`config.mk`:
```
export PLATFORM = sky130hd
export DESIGN_NAME = integ_sched
export DESIGN_NICKNAME = d
export VERILOG_FILES = /design/src/rtl/integ_sched.sv
export SDC_FILE = /design/constraint.sdc
export NUM_CORES = 1
export LEC_CHECK = 0
export ABC_AREA = 0
export CAP_MARGIN = 5
export CORE_MARGIN = 2
export CORE_UTILIZATION = 45
export DETAILED_ROUTE_END_ITERATION = 8
export MAX_ROUTING_LAYER = met4
export PLACE_DENSITY = 0.95
export SYNTH_ARGS = -nofsm -noshare
export SYNTH_HDL_FRONTEND = slang
export SYNTH_SLANG_ARGS = --single-unit
```
`constraint.sdc`:
```
create_clock -name clk -period 3.6 [get_ports clk]
set_input_delay 0.72 -clock clk [delete_from_list [all_inputs] [get_ports clk]]
set_output_delay 0.72 -clock clk [all_outputs]
set_load 0.005 [all_outputs]
```
`src/rtl/integ_sched.sv`:
```
// integ_sched: paces an external integrator with periodic ticks, hands it one
// accelerometer sample per tick, and publishes its velocity/position results.
module integ_sched #(
    parameter int          PERIOD  = 1000,
    parameter logic [15:0] DT_VAL  = 16'h000A,
    parameter int          TIMEOUT = 64
) (
    input  logic        clk,
    input  logic        rst,
    input  logic        start,
    input  logic        clear,
    input  logic        acc_valid,
    output logic        acc_ready,
    input  logic [15:0] acx_in,
    input  logic [15:0] acy_in,
    input  logic [15:0] acz_in,
    output logic [15:0] int_acx,
    output logic [15:0] int_acy,
    output logic [15:0] int_acz,
    output logic [15:0] int_dt,
    output logic        int_enable,
    output logic        int_rst,
    input  logic        int_bussy,
    input  logic [47:0] int_v,
    input  logic [47:0] int_p,
    output logic [47:0] res_v,
    output logic [47:0] res_p,
    output logic        res_valid,
    output logic        overrun,
    output logic        timeout_err,
    output logic [7:0]  miss_cnt
);
    localparam int CW = $clog2(PERIOD);
    localparam int RW = $clog2(TIMEOUT);

    typedef enum logic [2:0] {IDLE, WAIT_TICK, WAIT_SAMPLE, LAUNCH, RUN, PUBLISH, CLEAR} state_t;

    state_t         state_q;
    logic [CW-1:0]  cnt_q;
    logic [RW-1:0]  run_cnt_q;
    logic           clr_cnt_q;
    logic [15:0]    acx_q, acy_q, acz_q;
    logic [47:0]    res_v_q, res_p_q;
    logic           acc_ready_q, int_enable_q, int_rst_q, res_valid_q;
    logic           overrun_q, timeout_q;
    logic [7:0]     miss_q;
    logic           tick;
    logic           busy_state;

    assign tick       = start && (cnt_q == CW'(PERIOD - 1));
    assign busy_state = (state_q != IDLE) && (state_q != WAIT_TICK);

    always_ff @(posedge clk) begin
        if (!rst) begin
            state_q      <= IDLE;
            cnt_q        <= '0;
            run_cnt_q    <= '0;
            clr_cnt_q    <= 1'b0;
            acx_q        <= '0;
            acy_q        <= '0;
            acz_q        <= '0;
            res_v_q      <= '0;
            res_p_q      <= '0;
            acc_ready_q  <= 1'b0;
            int_enable_q <= 1'b0;
            int_rst_q    <= 1'b1;
            res_valid_q  <= 1'b0;
            overrun_q    <= 1'b0;
            timeout_q    <= 1'b0;
            miss_q       <= '0;
        end else begin
            acc_ready_q  <= 1'b0;
            int_enable_q <= 1'b0;
            int_rst_q    <= 1'b0;
            res_valid_q  <= 1'b0;
            cnt_q        <= !start ? '0 : (tick ? '0 : cnt_q + 1'b1);
            case (state_q)
                IDLE:
                    if (clear) begin
                        state_q   <= CLEAR;
                        clr_cnt_q <= 1'b0;
                        int_rst_q <= 1'b1;
                    end else if (start) begin
                        state_q <= WAIT_TICK;
                    end
                WAIT_TICK:
                    if (!start) begin
                        state_q <= IDLE;
                    end else if (tick) begin
                        state_q     <= WAIT_SAMPLE;
                        acc_ready_q <= 1'b1;
                    end
                WAIT_SAMPLE:
                    if (!start) begin
                        state_q <= IDLE;
                    end else if (acc_valid) begin
                        acx_q        <= acx_in;
                        acy_q        <= acy_in;
                        acz_q        <= acz_in;
                        state_q      <= LAUNCH;
                        int_enable_q <= 1'b1;
                    end else begin
                        acc_ready_q <= 1'b1;
                    end
                LAUNCH: begin
                    run_cnt_q <= '0;
                    state_q   <= RUN;
                end
                RUN: begin
                    run_cnt_q <= run_cnt_q + 1'b1;
                    // results are captured on entry so res_valid and res_v/res_p appear together
                    if (!int_bussy && run_cnt_q != '0) begin
                        res_v_q     <= int_v;
                        res_p_q     <= int_p;
                        res_valid_q <= 1'b1;
                        state_q     <= PUBLISH;
                    end else if (int_bussy && run_cnt_q == RW'(TIMEOUT - 1)) begin
                        timeout_q <= 1'b1;
                        clr_cnt_q <= 1'b0;
                        int_rst_q <= 1'b1;
                        state_q   <= CLEAR;
                    end
                end
                PUBLISH:
                    state_q <= start ? WAIT_TICK : IDLE;
                CLEAR:
                    if (clr_cnt_q) begin
                        state_q <= IDLE;
                    end else begin
                        clr_cnt_q <= 1'b1;
                        int_rst_q <= 1'b1;
                    end
                default:
                    state_q <= IDLE;
            endcase
            if (tick && busy_state) begin
                overrun_q <= 1'b1;
                if (miss_q != 8'hFF) miss_q <= miss_q + 1'b1;
            end
            // clear wins over any flag being set in the same cycle
            if (clear) begin
                overrun_q <= 1'b0;
                timeout_q <= 1'b0;
                miss_q    <= '0;
            end
        end
    end

    assign acc_ready   = acc_ready_q;
    assign int_acx     = acx_q;
    assign int_acy     = acy_q;
    assign int_acz     = acz_q;
    assign int_dt      = DT_VAL;
    assign int_enable  = int_enable_q;
    assign int_rst     = int_rst_q;
    assign res_v       = res_v_q;
    assign res_p       = res_p_q;
    assign res_valid   = res_valid_q;
    assign overrun     = overrun_q;
    assign timeout_err = timeout_q;
    assign miss_cnt    = miss_q;
endmodule
```
==> metrics.yaml <==
status:
  outcome: "finished clean"
worst_setup_path:
  crit_path_top_delay_cell: "dfxtp_1"
  worst-setup-path-type: "reg2reg"
  crit_chain: "or3b_1 > a211oi_4 > buf_12 > mux2i_1 > nor2b_1"
  cp_max_fo: 97
  end_kind: "register"
  reg2reg_depth: 5
  reg2reg_setup_slack_ns: 0.85
  cp.arrival_ns: 3.04
  start_kind: "register"
  crit-reg2reg-launch: "state_q[2]$_SDFFE_PN0P_"
  cpLargestDelayFamily: "flip-flops"
  worstReg2RegEnd: "res_v[1]$_SDFFE_PN0N_"
  critical_path_buf_inv_count: 1
  worstPathRequired_ns: 3.90
  critPathMaxStageDelay_ns: 0.79
worst_hold_path:
  worstHoldPathType: "reg2reg"
  holdPathStages: 1
  min_to: "cnt_q[0]$_SDFF_PP0_"
  min_from: "cnt_q[0]$_SDFF_PP0_"
floorplan:
  coreArea_sq_um: 15800
  initial_core_util_pct: 45.7
  die_w_microns: 131
  ioPinCount: 324
  die_h_microns: 131
  row_count: 46
  die_area_sq_um: 17000
global_routing:
  grt_max_degree: 105
  grt_pass1_wl_microns: 28900
  grtUsageTotal_pct: 22.3
  antenna_found_initial: 0
  grt_pass1_vias: 5944
  grt_overflow: 0
timing:
  setup_violations: 0
  fmax_ghz: 0.364
  period_needed_ns: 2.75
  hold_viol: 0
  slew_headroom_pct: 51.0
  worst_pin_slew_ns: 0.735
  setup_tns_ns: 0
  fin_crit_sh_pct: 76.3
  slew_violations: 0
  rsz0062_at_grt: "false"
  fin_skew_ns: 0.00639
  hold_ws_ns: 0.446
clock_network:
  cts_htree_levels: 4
  clkTransAtPathRegs_ns: 0.06
  holdBufCountCts: 0
  cts-root-buf: "clkbuf_16"
  tritoncts: "yes"
  numCtsBuffers: 17
  cts_setup_buffers: 0
  cts_max_path_buffers: 2
  worstSkewPairLatency_ns: 0.41
  cts.sinks: 178
  cts_resized: 0
route:
  wl_per_cell_microns: 15.5
  vias: 6126
  routed_via_density: 4.89
  ant_nets: 0
  finalWirelength_microns: 19400
  drc_errors: 0
  first_pass_iters: 5
  initialDrtViolationCount: 255
yosys:
  synth_area_sq_um: 7200
  avgSynthCellArea_sq_um: 9.71
  postSynthCellCount: 742
  ys.warnings.count: 0
  yosysUniqueCellTypes: 49
  synth_flop_cell: "dfxtp_1"
  ys_seq_area_share_pct: 49.5
  synth-edff-count: 0
  async_flop_share_pct: 0
  ys_ff_latch: 178
placed_design:
  place_congestion: 0.832
  place.detailed.hpwl_microns: 14000
  port_buffers: 307
final_layout:
  num_antenna_cells: 0
  final_cell_mix: "clkdlybuf4s50_1, dfxtp_1, nand2_1, nor2b_1, mux2i_1"
  fill_cells: 1146
  syn_to_final_growth_pct: 51.5
  layout_commonest_cell: "clkdlybuf4s50_1"
  layout-drive-gt1-share_pct: 3.96
  fin_nets: 1177
power_and_ir_drop:
  power_density_nw_per_um2: 436
  p_leak_uw: 0.00354
  vdd.ir_drop.worst_mv: 0.272
run:
  cap_viol_max_count: 0
==> synthesized netlist by cell type (3+ instances only) <==
cell | instances | share of area (%)
and2_1 | 3 | 0.26
buf_4 | 22 | 2.3
ha_1 | 4 | 0.69
a21oi_1 | 14 | 0.97
xnor2_1 | 8 | 0.97
dfxtp_1 | 178 | 49
buf_6 | 4 | 0.63
nor2b_1 | 101 | 8.8
nand3_1 | 9 | 0.63
nor3b_1 | 3 | 0.31
inv_1 | 9 | 0.47
o31a_1 | 3 | 0.36
buf_2 | 4 | 0.28
o31ai_1 | 3 | 0.31
mux2i_1 | 97 | 13
nor2_1 | 19 | 0.99
a21boi_0 | 50 | 5.2
and3_1 | 3 | 0.26
nand2_1 | 111 | 5.8
nor4_1 | 6 | 0.52
o21ai_0 | 12 | 0.83
clkbuf_1 | 32 | 1.7
or4_1 | 7 | 0.73
nor3_1 | 7 | 0.49
nand4_1 | 3 | 0.26
==> logic make-up (layout without fill, tap and decap cells) <==
kind of cell	after synthesis	count (layout)	share of synthesized area, %
AO/OA/AOI/OAI	97	97	9.33
adder cells (fa/ha/maj)	4	4	0.695
other	2	16	0.104
multiplexers	97	97	13.5
AND/OR/NAND/NOR	283	283	20.4
XOR/XNOR	9	9	1.09
buffers and inverters	72	352	5.39
flip-flops	178	178	49.5
==> stage by stage <==
stage                     util [%]  area [sq um]  total power [uW]  setup slack, ns  std cells
after global routing          69.2         10900              4960            0.788       1252
final                         69.2         10900              4760            0.853       1252
after floorplan                  -          7250              2550             1.63        756
after global placement        65.4         10300              2890            0.902       1220
after CTS                     69.2         10900              4800            0.936       1252
after detailed placement      65.4         10300              2920            0.821       1220
==> worst register-to-register path, cell delays in order, from the launching register on <==
cell,delay [ns]
dfxtp_1,0.79
or3b_1,0.53
a211oi_4,0.28
buf_12,0.49
mux2i_1,0.47
nor2b_1,0.08
==> layout make-up <==
| class | instances | area (sq um) | share of cell area, % |
|---|---|---|---|
| inverter | 9 | 33.8 | 0.310 |
| timing repair buffer | 311 | 3130 | 28.6 |
| multi-input combinational | 506 | 3320 | 30.4 |
| clock buffer | 21 | 480 | 4.40 |
| tap | 216 | 270 | 2.48 |
| sequential | 178 | 3560 | 32.6 |
| clock inverter | 11 | 125 | 1.15 |
==> state kept, by name (all words and copies together), names as in the netlist <==
| signal | cells |
|---|---|
| acc_ready | 1 |
| clr_cnt_q | 1 |
| cnt_q | 10 |
| int_acx | 16 |
| int_acy | 16 |
| int_acz | 16 |
| int_enable | 1 |
| int_rst | 1 |
| miss_cnt | 8 |
| overrun | 1 |
| res_p | 48 |
| res_v | 48 |
| res_valid | 1 |
| run_cnt_q | 6 |
| state_q | 3 |
| timeout_err | 1 |
==> where the power goes <==
part / switching (uW) / total [uW] / internal, uW
registers: 96.5 / 2160 / 2060
clock network: 772 / 1870 / 1100
logic: 301 / 734 / 433
==> worst max path at each step <==
| stage | slack [ns] | cells past startpoint | start | endpoint |
|---|---|---|---|---|
| floorplan | 1.63 | 5 | start | miss_cnt[2]$_SDFFE_PP0P_ |
| global placement | 0.90 | 5 | start | miss_cnt[5]$_SDFFE_PP0P_ |
| detailed placement | 0.82 | 5 | start | miss_cnt[5]$_SDFFE_PP0P_ |
| CTS | 0.94 | 5 | state_q[2]$_SDFFE_PN0P_ | res_v[38]$_SDFFE_PN0N_ |
| global route | 0.79 | 5 | state_q[2]$_SDFFE_PN0P_ | res_v[38]$_SDFFE_PN0N_ |
| finish | 0.85 | 5 | state_q[2]$_SDFFE_PN0P_ | res_v[1]$_SDFFE_PN0N_ |
==> metal layers <==
metal | share of wire, % | track usage [%]
met1 | 38 | 23.8
met2 | 51 | 38.5
met3 | 8.7 | 7.29
met4 | 2.5 | 8.70
met5 | 0 | -
(Power assumes the default switching activity.)
